<file path="src/rtl/demux_pkg.sv">
// demux_pkg: shared constants, counter type and helpers for the 1-to-8 write demux
package demux_pkg;

   localparam int N_DEF = 8;
   localparam int S_DEF = 3;
   localparam int SLOTS = 8;
   localparam int CNT_W = 4;

   typedef logic [CNT_W-1:0] cnt_t;

   function automatic cnt_t count_ones(input logic [SLOTS-1:0] v);
      cnt_t c;
      c = '0;
      for (int i = 0; i < SLOTS; i++) c = c + cnt_t'(v[i]);
      return c;
   endfunction

endpackage

</file>
<file path="src/rtl/demux_slot.sv">
// demux_slot: one holding register with a valid flag, set on write and cleared on ack
module demux_slot
   import demux_pkg::*;
#(
   parameter int N = N_DEF
) (
   input  logic         clk,
   input  logic         rst_n,
   input  logic         wr,
   input  logic         ack,
   input  logic [N-1:0] d,
   output logic [N-1:0] q,
   output logic         valid
);

   // a write wins over an ack so a same-cycle refill keeps the slot full;
   // data is kept after an ack
   always_ff @(posedge clk or negedge rst_n) begin
      if (!rst_n) begin
         q     <= '0;
         valid <= 1'b0;
      end else begin
         if (wr) q <= d;
         valid <= wr | (valid & ~ack);
      end
   end

endmodule

</file>
<file path="src/rtl/demux1x8_buf.sv">
// demux1x8_buf: steers one word into one of eight buffered slots with valid/ack handshake
module demux1x8_buf
   import demux_pkg::*;
#(
   parameter int N = N_DEF,
   parameter int S = S_DEF
) (
   input  logic             clk,
   input  logic             rst_n,
   input  logic             in_valid,
   output logic             in_ready,
   input  logic [S-1:0]     select,
   input  logic [N-1:0]     data_in,
   output logic [N-1:0]     out1,
   output logic [N-1:0]     out2,
   output logic [N-1:0]     out3,
   output logic [N-1:0]     out4,
   output logic [N-1:0]     out5,
   output logic [N-1:0]     out6,
   output logic [N-1:0]     out7,
   output logic [N-1:0]     out8,
   output logic [SLOTS-1:0] out_valid,
   input  logic [SLOTS-1:0] out_ack,
   output logic [CNT_W-1:0] busy_cnt
);

   logic             accept;
   logic [SLOTS-1:0] wr;
   logic [SLOTS-1:0] drain;
   logic             fill_empty;
   cnt_t             busy_next;
   logic [N-1:0]     q [SLOTS];

   // only the addressed slot can hold off the producer; an ack on it frees it this cycle
   assign in_ready = ~out_valid[select] | out_ack[select];
   assign accept   = in_valid & in_ready;

   // one-hot write strobe and the set of slots that really empty this cycle
   always_comb begin
      for (int i = 0; i < SLOTS; i++) wr[i] = accept && (select == S'(i));
      drain      = out_ack & out_valid & ~wr;
      fill_empty = accept & ~out_valid[select];
      busy_next  = busy_cnt + cnt_t'(fill_empty) - count_ones(drain);
   end

   genvar i;
   generate
      for (i = 0; i < SLOTS; i++) begin : g_slot
         demux_slot #(.N(N)) u_slot (
            .clk   (clk),
            .rst_n (rst_n),
            .wr    (wr[i]),
            .ack   (out_ack[i]),
            .d     (data_in),
            .q     (q[i]),
            .valid (out_valid[i])
         );
      end
   endgenerate

   assign out1 = q[0];
   assign out2 = q[1];
   assign out3 = q[2];
   assign out4 = q[3];
   assign out5 = q[4];
   assign out6 = q[5];
   assign out7 = q[6];
   assign out8 = q[7];

   // occupancy counter tracks fills into empty slots minus real drains
   always_ff @(posedge clk or negedge rst_n) begin
      if (!rst_n) busy_cnt <= '0;
      else        busy_cnt <= busy_next;
   end

endmodule

</file>
<file path="config.mk">
export PLATFORM = sky130hd
export DESIGN_NAME = demux1x8_buf
export DESIGN_NICKNAME = d
export VERILOG_FILES = /design/src/rtl/demux_pkg.sv /design/src/rtl/demux_slot.sv /design/src/rtl/demux1x8_buf.sv
export SDC_FILE = /design/constraint.sdc
export NUM_CORES = 1
export LEC_CHECK = 0
export CORE_ASPECT_RATIO = 0.5
export CORE_MARGIN = 5
export CORE_UTILIZATION = 39
export CTS_BUF_LIST = sky130_fd_sc_hd__clkbuf_8 sky130_fd_sc_hd__clkbuf_16
export CTS_CLUSTER_SIZE = 14
export DETAILED_ROUTE_END_ITERATION = 12
export GPL_TIMING_DRIVEN = 0
export PLACE_DENSITY = 0.75
export SYNTH_ARGS = -nofsm -noshare
export SYNTH_HDL_FRONTEND = slang
export SYNTH_HIERARCHICAL = 1
export SYNTH_SLANG_ARGS = --single-unit
</file>
<file path="constraint.sdc">
create_clock -name clk -period 3.2 [get_ports clk]
set_clock_uncertainty 0.1 [all_clocks]
set_input_delay 0.8 -clock clk [delete_from_list [all_inputs] [get_ports clk]]
set_output_delay 0.8 -clock clk [all_outputs]
set_load 0.01 [all_outputs]
</file>
==> results.txt, run 1 <==
The synthesized design spends more area on one cell type than any other, namely dfrtp_1. Among all stages on the critical path, the largest delay is contributed by fa_1. In the final timing run, aggregate negative setup slack is -2.088 ns. The library cells used most frequently in the layout, excluding fill and tap cells, are clkdlybuf4s50_1 (84), dfrtp_1 (76), mux2_4 (65), buf_6 (27), buf_4 (23).

The number of antenna violations at the first check in global routing was 0; the TritonCTS sink count was 76. The part of the cycle the worst path needs came out at 115.5%. Setup violations remaining at the end of the flow were counted as 10. The cell count after synthesis came out at 229. In this design, the stage delay of the slowest critical-path cell is 0.53 ns. The signal on the critical path passes through clkbuf_16 > nor2_4 > nand2_2 > and3_4 > fa_2 > fa_1 > inv_2 > fa_2 > inv_2 > fa_1 > inv_2 > ha_4 > ha_4 > xor2_2 > xnor2_1. The shortest clock period the worst path allows after layout was 3.696 ns; the maximum level of the CTS H-tree was 3. The floorplan row count was 24; the clock slew seen by the registers of the worst setup and hold paths was 0.06 ns. The global-route congestion overflow total is 0.

The total standard cell area after synthesis is 0.003635 mm2, and the total area of multi-input combinational cells is 0.001704 mm2. 99 I/O pins were placed. The standard cell core area was 0.008889 mm2.

STA classifies the critical path startpoint as a primary input. The final reports fail on setup timing. Measured along the y axis, the die boundary spans 78.27 um. The worst pin sits at a relative slew slack of 36.80%. The transition time at the pin with the least slew margin was 0.9480 ns. The type of the worst setup path was primary input to register.

For this run, the share of the core covered by cells in the final layout is 62.95%. Leaving out fill and tap cells, the most frequent cell in the layout is clkdlybuf4s50_1. Input and output buffers added on the ports amount to 95. In this run the worst hold path is classified as register to register. The minimum setup slack in the final design came out at -0.4962 ns. Data on the critical path arrives at its endpoint at 3.81 ns.

Of the cells placed in the final design, the portion with a size suffix greater than 1 is 45.79%. The flow ran to the end, but the final reports show violations. The routed layout has 2,545 vias.

The achievable frequency was 270.5 MHz; the starting DRC count in detailed routing was 253. Cell count after placement: 441. The family with the most delay on the worst path was adder cells.

The number of inserted filler cells in the final layout is 616. Entering global routing, the biggest net connects 77 pins. The number of synthesized register bits was 76; the post-route antenna net violation count was 0. The logs give 0 for the antenna diode instance count and 264 for the net count of the mapped netlist. The wire-length estimate of the detail-placed layout is 6389 um. The first detailed-routing pass took 4 iterations. Global routing used 19.36% of the available tracks.

The tools report the final weighted congestion in routability-driven placement as 0.8384. The tree is rooted in a clkbuf_16. The floorplan die width came out at 146.5 um. Sequential elements use 52.32% of the synthesized area. Setup repair after global routing could not meet its margin everywhere.

TritonCTS built the clock tree. Once the floorplan was initialized, standard cells occupied 40.89% of the core. The number of max-slew violations in the final report came out at 0. In the post-synthesis netlist, the biggest area contributors are dfrtp_1 (52%), mux2_4 (27%), fa_1 (3.3%). The tools report the worst hold slack as 0.4089 ns. Among the stages of the critical path, the cell type that occurs most often is inv_2. The worst setup path is captured at a register. Final wirelength: 11,510 um.

The number of nets in the layout is 411, and the area growth from synthesis to layout is 53.94%. The number of maximum-capacitance violations is 0, and the largest vdd supply drop is 0.0003043 V. The worst setup timing slack at the placement stage is -1.378 ns, and the static leakage is 2.568 nW.

The tools report the via count of the first global-routing pass as 2,816. The run gives 3.31 ns as the required time at the endpoint of the critical path. For the number of buffers created by CTS, the log shows 9.

The number of distinct library cells after synthesis is 19, and the die outline area is 0.01147 mm2. In this run the worst path has a maximum fanout of 6. The power density over cell area was 660.4 mW/mm2; the final hold violation count was 0. Clock latency on the worst-skew pair, taken at its later pin, is 0.33 ns. After synthesis, the largest area contributor takes up 52.32% of total cell area. The detail-routed via count per cell came out at 5.121. For this run, the number of Yosys warnings is 6. The clock passes through at most 2 buffers. The first global-routing pass estimated 17,020 um of wire.

For this run, the number of standard cells in the final layout without fillers is 497. The routed wire length per instance is 23.17 um, and the number of buffers and inverters on the critical path is 4. Average cell area after synthesis: 15.87 um2.

In the routed design, unresolved DRC markers number 0. The register area was 0.001902 mm2.
[state kept, by name (all words and copies together) (netlist names)]
register	cells
g_slot.u_slot/q	64
busy_cnt	4
g_slot.u_slot/valid	8
[area by class of cell]
type | count | area share, %
multi-input combinational | 124 | 30.46
sequential | 76 | 33.99
timing repair buffer | 136 | 23.88
buffer | 11 | 2.616
inverter | 18 | 1.208
clock buffer | 10 | 4.271
tap | 117 | 2.616
clock inverter | 5 | 0.9615
[worst paths after layout]
kind	depth (start not counted)	from	endpoint	slack (ns)
max	15	select[1]	busy_cnt[3]	-0.50
min	1	g_slot[0].u_slot/q[2]	g_slot[0].u_slot/q[2]	0.41
max reg2reg	12	g_slot[0].u_slot/valid	busy_cnt[3]	-0.12
min reg2reg	1	g_slot[0].u_slot/q[2]	g_slot[0].u_slot/q[2]	0.41
max in group asynchronous	1	rst_n	busy_cnt[2]	1.87
min in group asynchronous	1	rst_n	g_slot[0].u_slot/q[2]	0.52
[cells in the mapped netlist, drive strengths merged]
library cell and count:
nand4 1, a21o 8, mux2i 1, nand2 4
inv 18, ha 7, nand3 7, mux4 4
xnor2 2, buf 10, nor2b 4, dfrtp 76
and3 5, mux2 65, nor2 1, xor2 1
a21oi 8, clkbuf 1, fa 6
[cell families (layout without fill, tap and decap cells)]
family          count (synthesis)  in the layout  synth area share [%]
simple gates                   22             22                 3.201
fa+ha+maj                      13             13                 5.714
xor+xnor                        3              3                0.7230
buf+inv                        29            180                 5.060
flops                          76             76                 52.32
compound gates                 16             16                 3.029
mux                            70             70                 29.95
[timing repair]
| action | CTS | global route |
|---|---|---|
| buffers inserted | 36 | 9 |
| hold buffers | 0 | 0 |
| gates resized for setup | 52 | 12 |
| endpoints found under the setup margin | 5 | 20 |
| gates cloned | 0 | 2 |
| pin swaps | 13 | 10 |
| hold endpoints to repair | 0 | 0 |
[per-stage QoR]
step                cell area [um2]  total power [mW]
floorplan                      3701             1.928
global placement               4798             2.539
detailed placement             4796             2.586
CTS                            5507             3.685
global route                   5595             3.878
finish                         5595             3.695
[routing by layer]
layer,global-route usage [%],wire (um),vias up,share of wire (%)
met4,8.443,398,0,3.5
li1,-,-,1083,-
met3,4.258,531,33,4.6
met5,0,0,-,0
met2,34.72,5924,90,51
met1,22.73,4661,1339,40
[power breakdown]
group	total (mW)	leakage, nW	internal, mW	switching (mW)
logic	1.33	1.50	0.829	0.503
clock network	1.01	0.142	0.616	0.393
registers	1.35	0.924	1.20	0.159
total	3.70	2.57	2.64	1.05
[worst register-to-register path, cell delays in order, from the launching register on]
cell and delay [ns]:
dfrtp_1 0.44, and3_4 0.20, fa_2 0.36, fa_1 0.53, inv_2 0.04, fa_2 0.34, inv_2 0.06, fa_1 0.41
inv_2 0.09, ha_4 0.21, ha_4 0.16, xor2_2 0.14, xnor2_1 0.12
Power figures use the tool's default switching activity.
==> run 2, diff against run 1 <==
Settings changed: CAP_MARGIN from default to 20, SLEW_MARGIN from default to 10.
==> run 2 against run 1 <==
Compared with the run above:
- the run still ends with setup timing left
- non-clock buffer count down 13
- power is 1.0% higher
- combinational power is essentially flat
- wire length shrank 9.7%
- largest cell class unchanged
- cell count down 2.4%
- fmax increased by 0.76%
- setup slack improved by 0.028 ns
- critical path type unchanged
- global-route usage is 1.1 points lower
- worst hold slack worse by 0.10 ns
- utilization down 1.1 points
- sequential share of layout area grew 0.59 points
- die area unchanged
==> results.txt, run 2 (same netlist as run 1, synthesis figures left out) <==
The remaining routing DRC violations was 0 (unchanged); the detail-routed via count per cell was 4.946 (-3.4%). The critical path in this run is classified as primary input to register. The flip-flop count of the largest register, all copies and words added was 64 (unchanged).

The share of cells above drive strength 1 was 44.02% (-1.8 points). The run gives 36.0% (about the same) as the combinational cell fraction of total power. For the wire length of the first global-routing pass, the log shows 16,080 um (-5.5%). The largest vdd supply drop was 0.0003306 V (+8.6%). Setup repair after global routing could not meet its margin everywhere. The floorplan die width is 146.5 um (unchanged). The run gives 0 (unchanged) as the final hold violation count. The run gives 0 (unchanged) as the hold buffer count at cts. The via count of the first global-routing pass is 2,679 (-4.9%), and the final wirelength is 10,400 um (-9.7%). For the starting DRC count in detailed routing, the log shows 138 (-45%). The area growth from synthesis to layout is 51.33%. The static leakage was 2.521 nW (-1.8%); the power density over cell area was 678.5 mW/mm2 (+2.7%). The detailed-routing iteration count for the pre-antenna-repair pass is 4 (unchanged), and the maximum level of the CTS H-tree is 3 (unchanged).

The number of nets in the layout is 398 (-3.2%), and the transition time at the pin with the least slew margin is 0.4066 ns (-0.5414 ns). The height of the die is 78.27 um (unchanged), and the routed via count is 2,399 (-5.7%). For the number of maximum-capacitance violations, the log shows 0 (unchanged). The tools report the antenna diode instance count as 0 (unchanged). STA classifies the critical path startpoint as a primary input. The minimum setup slack in the final design was -0.4684 ns (+0.02775 ns); the global-route congestion overflow total was 0 (unchanged).

The largest registers in the layout are g_slot.u_slot/q (64), g_slot.u_slot/valid (8), busy_cnt (4). Part of the cycle the worst path needs: 114.6% (-0.87 points). Proportion of power drawn by flip-flops and latches: 36.1% (-0.5 points). The final weighted congestion in routability-driven placement is 0.8384 (unchanged). g_slot.u_slot/q holds more flip-flops than any other register. The logs give 0.004816 mm2 (+0.42%) for the area of placed instances and 72.89% (+36 points) for the remaining max-slew budget at the tightest pin. The switching power total is 1.050 mW (-0.47%).

The number of port buffers was 95 (unchanged). For the endpoint arrival time on the critical path, the log shows 3.78 ns (-0.03 ns). The switching fraction of total power works out to 28.13% (-0.41 points). The tools report the number of buffers created by CTS as 9 (unchanged).

The buffer cell driving the clock tree root was clkbuf_16. The tools report the insertion delay to the later sink of the worst-skew pair as 0.32 ns (about the same). The largest fanout on the critical path works out to 5 (-1). Routed wire length per instance: 21.44 um (-7.5%).

The clock slew seen by the registers of the worst setup and hold paths was 0.06 ns (about the same); the setup TNS was -0.7045 ns (+1.383 ns). The pin count of the biggest net entering global routing was 46 (-40%); the number of inserted filler cells in the final layout was 645 (+4.7%). The internal portion of total power is 2.682 mW (+1.6%), and the post-route antenna net violation count is 0 (unchanged). The library cell used most frequently in the layout, excluding fill and tap cells, is clkdlybuf4s50_1. The run gives 2 (-8) as the final setup violation count. The tools report the kind of end point of the critical path as a register.

For the TritonCTS sink count, the log shows 76 (unchanged). The standard cell core area is 0.008889 mm2 (unchanged). The half-perimeter wire length after placement came out at 6481 um (+1.5%). The top cell types in the final layout, fill and taps aside, are clkdlybuf4s50_1 (84), dfrtp_1 (76), mux2_4 (65), buf_6 (20), buf_4 (16). The shortest clock period the worst path allows after layout was 3.668 ns (-0.02775 ns). Starting density of the core: 40.89% (unchanged). The required time at the endpoint of the critical path came out at 3.31 ns (about the same). The run gives 99 (unchanged) as the I/O pin count. The worst hold path belongs to the class primary input to async pin. TritonCTS built the clock tree. The tools report the global-route usage over all layers as 18.22% (-1.1 points).

The achievable frequency is 272.6 MHz (+0.76%), and the number of antenna violations at the first check in global routing is 0 (unchanged). The run gives 0 (unchanged) as the number of max-slew violations in the final report. The checks that failed: setup timing. The logs give 27.9% (+0.6 points) for the fraction of power consumed by the clock network and 0.005500 mm2 (-1.7%) for the finished layout cell area.

The flow ran to the end, but the final reports show violations. Maximum buffer depth of the clock tree: 2 (unchanged). The logs give 0.01147 mm2 (unchanged) for the die outline area and 24 (unchanged) for the floorplan row count.
==> run 2: cell types whose count changed in the layout (fill, tap and decap cells not counted), moves of 2 or more <==
cell / delta
buf_4: -7
buf_6: -7
buf_8: +2
clkinv_4: +2
==> run 2: cell type report <==
class / count / area (um2) / share of cell area (%)
clock buffers: 11 / 252.7 / 4.595
clock inverters: 5 / 60.06 / 1.092
inverters: 18 / 67.56 / 1.228
flip-flops and latches: 76 / 1902 / 34.58
multi-input cells: 124 / 1708 / 31.05
plain buffers: 11 / 150.1 / 2.730
repair buffers: 123 / 1214 / 22.07
well taps: 117 / 146.4 / 2.662
==> run 2: final timing paths <==
kind                                              from               endpoint  slack, ns  cells past startpoint
max in group asynchronous                        rst_n  g_slot[2].u_slot/q[7]       2.10                      2
min in group clk                 g_slot[1].u_slot/q[1]  g_slot[1].u_slot/q[1]       0.41                      1
worst max-delay path                          in_valid            busy_cnt[3]      -0.47                     15
worst max register to register  g_slot[7].u_slot/valid            busy_cnt[3]      -0.08                     12
worst min register to register   g_slot[1].u_slot/q[1]  g_slot[1].u_slot/q[1]       0.41                      1
worst min-delay path                             rst_n  g_slot[6].u_slot/q[2]       0.31                      1
==> run 2: repair_timing <==
| action | in CTS | in global routing |
|---|---|---|
| buffers inserted | 20 | 13 |
| pin swaps | 11 | 12 |
| endpoints found under the setup margin | 4 | 11 |
| gates resized for setup | 49 | 12 |
| gates cloned | 0 | 1 |
==> run 2: power groups by stage <==
stage	sequential [mW]	clock [mW]	combinational, mW
after floorplan	1.44	0	0.489
after global placement	1.35	0	1.19
after detailed placement	1.36	0	1.23
after CTS	1.35	1.07	1.31
after global routing	1.38	1.11	1.43
final	1.35	1.04	1.34
==> run 2: layer usage <==
metal | wire [um] | GRT usage [%] | up-vias | share of wire (%)
met5 | 0 | 0 | - | 0
met4 | 155 | 6.473 | 0 | 1.5
met3 | 315 | 3.682 | 8 | 3.0
met2 | 5594 | 32.78 | 54 | 54
met1 | 4331 | 22.08 | 1282 | 42
li1 | - | - | 1055 | -
==> run 2: stage by stage <==
stage / hold WS [ns] / util (%) / setup WS (ns) / total power [mW] / instances
after floorplan: 0.4044 / - / -0.6479 / 1.928 / 229
after global placement: 0.3976 / 53.98 / -1.288 / 2.539 / 441
after detailed placement: 0.3932 / 54.18 / -1.369 / 2.588 / 442
after CTS: 0.3079 / 61.01 / -0.3948 / 3.730 / 478
after global routing: 0.3293 / 61.88 / -0.5482 / 3.915 / 485
final: 0.3073 / 61.88 / -0.4684 / 3.732 / 485
==> run 2: critical path, stage by stage <==
cell and delay [ns]:
buf_8 0.08, nor2b_4 0.18, nand2_2 0.09, and3_4 0.16
fa_2 0.36, fa_1 0.52, inv_2 0.04, fa_2 0.33
inv_2 0.06, fa_1 0.41, inv_2 0.09, ha_4 0.21
ha_4 0.16, xor2_2 0.14, xnor2_1 0.12
